`src/rtl/adder_pkg.sv`:
```
// Shared defaults and the per-stage pipeline record used by pipelined_adder.
package adder_pkg;
    localparam int DEFAULT_WIDTH  = 8;
    localparam int DEFAULT_STAGES = 2;
    // Record fields are sized for the widest supported adder; narrower builds use the low bits.
    localparam int MAX_WIDTH      = 64;

    typedef struct packed {
        logic                 valid;
        logic                 carry;
        logic [MAX_WIDTH-1:0] psum;
        logic [MAX_WIDTH-1:0] pendA;
        logic [MAX_WIDTH-1:0] pendB;
    } stage_t;
endpackage

```
`src/rtl/adder_stage.sv`:
```
// Combinational CW-bit chunk adder with carry in and carry out.
module adder_stage #(
    parameter int CW = 4
) (
    input  logic [CW-1:0] a_i,
    input  logic [CW-1:0] b_i,
    input  logic          carry_i,
    output logic [CW-1:0] sum_o,
    output logic          carry_o
);
    assign {carry_o, sum_o} = {1'b0, a_i} + {1'b0, b_i} + {{CW{1'b0}}, carry_i};
endmodule

```
`src/rtl/pipelined_adder.sv`:
```
// Valid/ready pipelined ripple adder, one CW-bit chunk per stage, LSB chunk first.
// Define ADDER_OVERFLOW_EN to add a signed-overflow output aligned with sum.
module pipelined_adder
    import adder_pkg::*;
#(
    parameter int WIDTH  = DEFAULT_WIDTH,
    parameter int STAGES = DEFAULT_STAGES
) (
    input  logic             clk,
    input  logic             rst_n,
    input  logic             in_valid,
    output logic             in_ready,
    input  logic [WIDTH-1:0] a,
    input  logic [WIDTH-1:0] b,
    input  logic             cin,
    output logic             out_valid,
    input  logic             out_ready,
    output logic [WIDTH-1:0] sum,
    output logic             cout
`ifdef ADDER_OVERFLOW_EN
    ,
    output logic             overflow
`endif
);
    localparam int CW   = WIDTH / STAGES;
    localparam int LAST = STAGES - 1;

    stage_t            pipe_q [STAGES];
    stage_t            pipe_d [STAGES];
    stage_t            src    [STAGES];
    logic [STAGES-1:0] stageReady;
    logic [CW-1:0]     opA      [STAGES];
    logic [CW-1:0]     opB      [STAGES];
    logic [CW-1:0]     chunkSum [STAGES];
    logic              carryIn  [STAGES];
    logic              carryOut [STAGES];
    logic              readyChain;

    // Stage 0 is fed by the input port; every later stage by its predecessor's register.
    always_comb begin
        src[0]                  = '0;
        src[0].valid            = in_valid;
        src[0].carry            = cin;
        src[0].pendA[WIDTH-1:0] = a;
        src[0].pendB[WIDTH-1:0] = b;
        for (int s = 1; s < STAGES; s++) begin
            src[s] = pipe_q[s-1];
        end
    end

    always_comb begin
        for (int s = 0; s < STAGES; s++) begin
            opA[s]     = src[s].pendA[s*CW +: CW];
            opB[s]     = src[s].pendB[s*CW +: CW];
            carryIn[s] = src[s].carry;
        end
    end

    for (genvar s = 0; s < STAGES; s++) begin : gStage
        adder_stage #(.CW(CW)) uStage (
            .a_i     (opA[s]),
            .b_i     (opB[s]),
            .carry_i (carryIn[s]),
            .sum_o   (chunkSum[s]),
            .carry_o (carryOut[s])
        );
    end

    always_comb begin
        for (int s = 0; s < STAGES; s++) begin
            pipe_d[s]                  = src[s];
            pipe_d[s].carry            = carryOut[s];
            pipe_d[s].psum[s*CW +: CW] = chunkSum[s];
        end
    end

    // A stage can take new content when it is empty or everything downstream of it moves.
    always_comb begin
        stageReady = '0;
        readyChain = out_ready;
        for (int s = LAST; s >= 0; s--) begin
            stageReady[s] = !pipe_q[s].valid || readyChain;
            readyChain    = stageReady[s];
        end
    end

    always_ff @(posedge clk or negedge rst_n) begin
        if (!rst_n) begin
            for (int s = 0; s < STAGES; s++) begin
                pipe_q[s] <= '0;
            end
        end else begin
            for (int s = 0; s < STAGES; s++) begin
                if (stageReady[s]) begin
                    if (src[s].valid) begin
                        pipe_q[s] <= pipe_d[s];
                    end else begin
                        pipe_q[s].valid <= 1'b0;
                    end
                end
            end
        end
    end

    assign in_ready  = stageReady[0];
    assign out_valid = pipe_q[LAST].valid;
    assign sum       = pipe_q[LAST].psum[WIDTH-1:0];
    assign cout      = pipe_q[LAST].carry;

`ifdef ADDER_OVERFLOW_EN
    // Operand sign bits travel with the transaction, so overflow derives from the output record.
    assign overflow = (pipe_q[LAST].pendA[WIDTH-1] == pipe_q[LAST].pendB[WIDTH-1]) &&
                      (pipe_q[LAST].psum[WIDTH-1]  != pipe_q[LAST].pendA[WIDTH-1]);
`endif
endmodule

```
`config.mk`:
```
export PLATFORM = sky130hd
export DESIGN_NAME = pipelined_adder
export DESIGN_NICKNAME = d
export VERILOG_FILES = /design/src/rtl/adder_pkg.sv /design/src/rtl/adder_stage.sv /design/src/rtl/pipelined_adder.sv
export SDC_FILE = /design/constraint.sdc
export NUM_CORES = 1
export LEC_CHECK = 0
export ABC_CLOCK_PERIOD_IN_PS = 1600
export CAP_MARGIN = 40
export CORE_ASPECT_RATIO = 1.2
export CORE_MARGIN = 5
export CORE_UTILIZATION = 25
export DETAILED_ROUTE_END_ITERATION = 12
export MAX_ROUTING_LAYER = met4
export SLEW_MARGIN = 10
export SYNTH_ARGS = -nofsm -noshare
export SYNTH_HDL_FRONTEND = slang
export SYNTH_HIERARCHICAL = 1
export SYNTH_SLANG_ARGS = --single-unit
export TNS_END_PERCENT = 30
```
`constraint.sdc`:
```
create_clock -name clk -period 1.6 [get_ports clk]
set_input_delay 0.24 -clock clk [delete_from_list [all_inputs] [get_ports clk]]
set_output_delay 0.24 -clock clk [all_outputs]
set_load 0.01 [all_outputs]
```
-- Word-level counts from Yosys, hierarchy flattened
Index checks and enable logic that the tools add are counted.
- register bits after elaboration: 32
- output and inout bits: 11
- multiplexer cells: 2
- add/sub/neg operators: 4
- reductions and logical operators: 6
- operators with widths (operator ; number):
    4-bit by 4-bit adder with 5-bit output ; 2
    5-bit by 1-bit adder with 5-bit output ; 2
    2-bit AND reduction ; 2
    1-bit logical NOT ; 2
    1-bit logical OR ; 2
    1-bit two-way mux ; 2

-- Depth between registers and ports, before layout
- depth after elaboration: 4
- gate-level depth with buffers: 7
- depth with buffers taken out: 7

-- Cells and area by module
Netlist, hierarchy kept.
- by module, submodules not included (module ; instances ; seq. area each (sq um) ; area each (sq um) ; cells each):
    pipelined_adder ; 1 ; 600.6 ; 963.4 ; 53
    adder_stage ; 2 ; 0.0 ; 143.9 ; 16

-- Least setup slack after synthesis
OpenSTA, ideal clock, no wires.
- path type: flip-flop to flip-flop
- start: reg pipe_q (netlist bit opA[0])
- end: reg pipe_q (netlist bit cout)
- stages on the path, launching flop included: 8
- path slack: -0.064 ns
- arrival: 1.539 ns
- buffers on the path: 0
- library setup time: 0.125 ns
- cell sequence: dfrtp_1 > fa_1 > inv_1 > fa_1 > nor2b_1 > o21ai_0 > nand2b_1 > mux2_2
- RTL lines (element ; RTL line ; text):
    from (decl) ; pipelined_adder.sv:28 ; stage_t pipe_q [STAGES];
    from (signal, indexed assignment) ; pipelined_adder.sv:96 ; pipe_q[s] <= pipe_d[s];

==> flow_metrics.py <==
metrics = {
    "route": {
        "wl_met2_mm": 1.15,
        "viasPerCell": 4.15,
        "ant_nets": 0,
        "wl_met3_um": 154,
        "drt-wirelength-per-cell_um": 12.3,
        "wl_met1_um": 922,
        "drt_pass1_iterations": 3,
        "drt_iter0_drc": 5,
        "vias": 760,
        "drc": 0,
        "drt_wl_total_mm": 2.25,
        "top_layer": "met4",
    },
    "die": {
        "die_h_um": 87.5,
        "row_count": 28,
        "ios": 32,
        "fp.dieArea_sq_um": 6530,
        "dieWidth_um": 74.6,
        "initial_core_util": 0.255,
        "core_sq_um": 4900,
    },
    "setup_path": {
        "crit_path_max_fanout": 2,
        "cp_slowest_cell": "dfrtp_1",
        "cp-start-kind": "register",
        "worstPathArrival_ns": 1.81,
        "critPathRequiredTime_ns": 1.75,
        "cpMostUsedCell": "fa_2",
        "cp_top_family": "adder cells",
        "path_buf_inv": 1,
        "critPathKind": "register to register",
        "worst_setup_path_end_kind": "register",
        "critPathMaxStageDelay_ns": 0.41,
        "crit_chain": "fa_2, inv_2, fa_2, nor2b_1, o21ai_1, nand2b_1, mux2_2",
    },
    "synthesis": {
        "synth-adder-area-share": 0.124,
        "yosys.area_share.xor_xnor": 0.0280,
        "synth_nets": 116,
        "syn_area_sq_um": 1250,
        "syn_inst": 85,
        "yosys.area_share.simple": 0.0660,
        "yosys_warnings": 6,
        "yosysSeqAreaShare": 0.480,
        "synth_area_per_cell_sq_um": 14.7,
        "synth_compound_area_frac": 0.0340,
        "ys_types": 17,
        "synth_seq_cells": 24,
        "synth_top_family_by_area": "multiplexers",
        "synthMuxAreaShare": 0.228,
    },
    "cts": {
        "htreeDepth": 1,
        "ctsLongestPathBuffers": 2,
        "cts_hold_buf": 0,
        "cts_tree": "built",
        "clkTransAtPathRegs_ns": 0.08,
        "clock_latency_ns": 0.26,
        "cts_sinks": 24,
        "cts_made_buffers": 3,
        "cts_root_buf": "clkbuf_8",
    },
    "global_route": {
        "grt_pass1_wl_mm": 3.93,
        "antenna_found_initial": 0,
        "grt_max_degree": 25,
        "grt_use_total": 0.0807,
        "grt_pass1_vias": 882,
        "overflow": 0,
    },
    "cells_and_area": {
        "drive_gt1_frac": 0.325,
        "stdcell_area_sq_um": 1700,
        "ff_latch_area_sq_um": 601,
        "num-fill-cells": 491,
        "multiInputGateArea_sq_um": 611,
        "nNetsFinal": 156,
        "diodes": 0,
        "area_delta_synth_final_pct": 35.9,
    },
    "job": {
        "max_cap_violations": 0,
    },
    "placement": {
        "post-place-ws_ns": -0.455,
        "dp_hpwl_mm": 1.82,
        "placedInstanceArea_sq_um": 1650,
        "port_buffers": 31,
        "place.gp.congestion": 0.680,
    },
    "timing": {
        "fmax_mhz": 603,
        "setup_slack_ns": -0.0583,
        "tns_ns": -0.0604,
        "hold_violations": 0,
        "period_needed_ns": 1.66,
        "holdWs_ns": 0.328,
        "tightestPinTransition_ns": 0.307,
        "clock_skew_ns": 0.00110,
        "rsz0062_at_grt": "true",
        "min_period_over_period": 1.04,
        "maxSlewViolCount": 0,
        "setup_viol": 2,
        "slew_headroom": 0.795,
    },
    "pwr": {
        "cellPowerDensity_nw_per_um2": 1180,
        "power.leakage_uw": 0.000772,
        "worst_ir_drop_vdd_uv": 477,
    },
    "outcome": {
        "violations": "negative setup slack",
        "status": "finished with violations",
    },
    "worst_hold_path": {
        "min_path_type": "input port to asynchronous set/reset pin",
    },
}
## layer usage
layer / GRT usage / vias up
li1: - / 361
met1: 0.0947 / 373
met2: 0.130 / 22
met3: 0.0231 / 4
met4: 0.0291 / 0
met5: - / -
## path summary, 6_finish.rpt
check	from	end	slack (ns)	depth (start not counted)
setup / recovery	carryIn[0]$_DFFE_PN0P_	cout$_DFFE_PN0P_	-0.06	7
hold / removal	rst_n	sum[3]$_DFFE_PN0P_	0.33	2
setup reg to reg	carryIn[0]$_DFFE_PN0P_	cout$_DFFE_PN0P_	-0.06	7
hold reg to reg	sum[7]$_DFFE_PN0P_	sum[7]$_DFFE_PN0P_	0.51	1
max in group asynchronous	rst_n	opB[2]$_DFFE_PN0P_	1.04	2
min in group clk	sum[7]$_DFFE_PN0P_	sum[7]$_DFFE_PN0P_	0.51	1
## registers in the layout (all words and copies together), names as in the netlist
name,flops
cout,1
pipe_d,5
sum,8
out_valid,1
carryIn,1
opB,4
opA,4
## synth_stat cells
cell type,count,area (sq um)
a21o_1,2,15.0
a21oi_2,2,17.5
nand2_4,1,11.3
inv_1,8,30.0
buf_12,1,20.0
nand3b_4,1,20.0
nand2b_1,4,25.0
fa_1,4,80.1
o21ai_0,2,10.0
or2b_1,1,7.51
nand2_2,1,6.26
nor2b_1,2,12.5
mux2_4,10,150
xnor2_1,4,35.0
dfrtp_1,24,601
mux2_2,12,135
ha_1,6,75.1
## timing repair
item / 4_1_cts / 5_1_grt
pin swaps: 4 / 1
setup endpoints to repair: 8 / 4
resized for setup: 7 / 0
buffers inserted: 1 / 0
## placed cells by master (no fill, tap or decap), types with 2 or more instances in the layout
cell             synthesis  final
a21o_1                   2      2
mux2_4                  10     10
buf_4                    0      5
mux2_2                  12     12
clkdlybuf4s50_1          0     27
dfrtp_1                 24     24
a21oi_2                  2      2
xnor2_1                  4      4
nand2b_1                 4      4
inv_1                    8      7
o21ai_1                  0      2
ha_1                     6      6
nor2b_1                  2      2
fa_2                     0      4
clkbuf_8                 0      3
dlygate4sd2_1            0      4
## report_power, final
| group | total [uW] | internal (uW) | switching [uW] |
|---|---|---|---|
| Combinational | 788 | 512 | 276 |
| Sequential | 870 | 777 | 93.8 |
| Clock | 346 | 168 | 178 |
| Total | 2000 | 1460 | 548 |
## cell type report
class | count | share of cell area
sequential | 24 | 0.353
timing repair buffer | 36 | 0.202
clock buffer | 3 | 0.0243
tap | 60 | 0.0442
inverter | 8 | 0.0177
multi-input combinational | 52 | 0.359
## logic make-up (layout without fill, tap and decap cells)
kind of cell	after synthesis	count (layout)
mux	22	22
flops	24	24
fa+ha+maj	10	10
buf+inv	9	47
xor+xnor	4	4
simple gates	10	10
compound gates	6	6
## stage by stage
stage          utilization  total power [uW]  std cells
2_1_floorplan            -              1310         85
3_3_place_gp         0.337              1670        179
3_5_place_dp         0.337              1690        179
4_1_cts              0.347              2050        183
5_1_grt              0.347              2160        183
6_report             0.347              2000        183
Note: power is estimated with default switching activity, not from simulation.
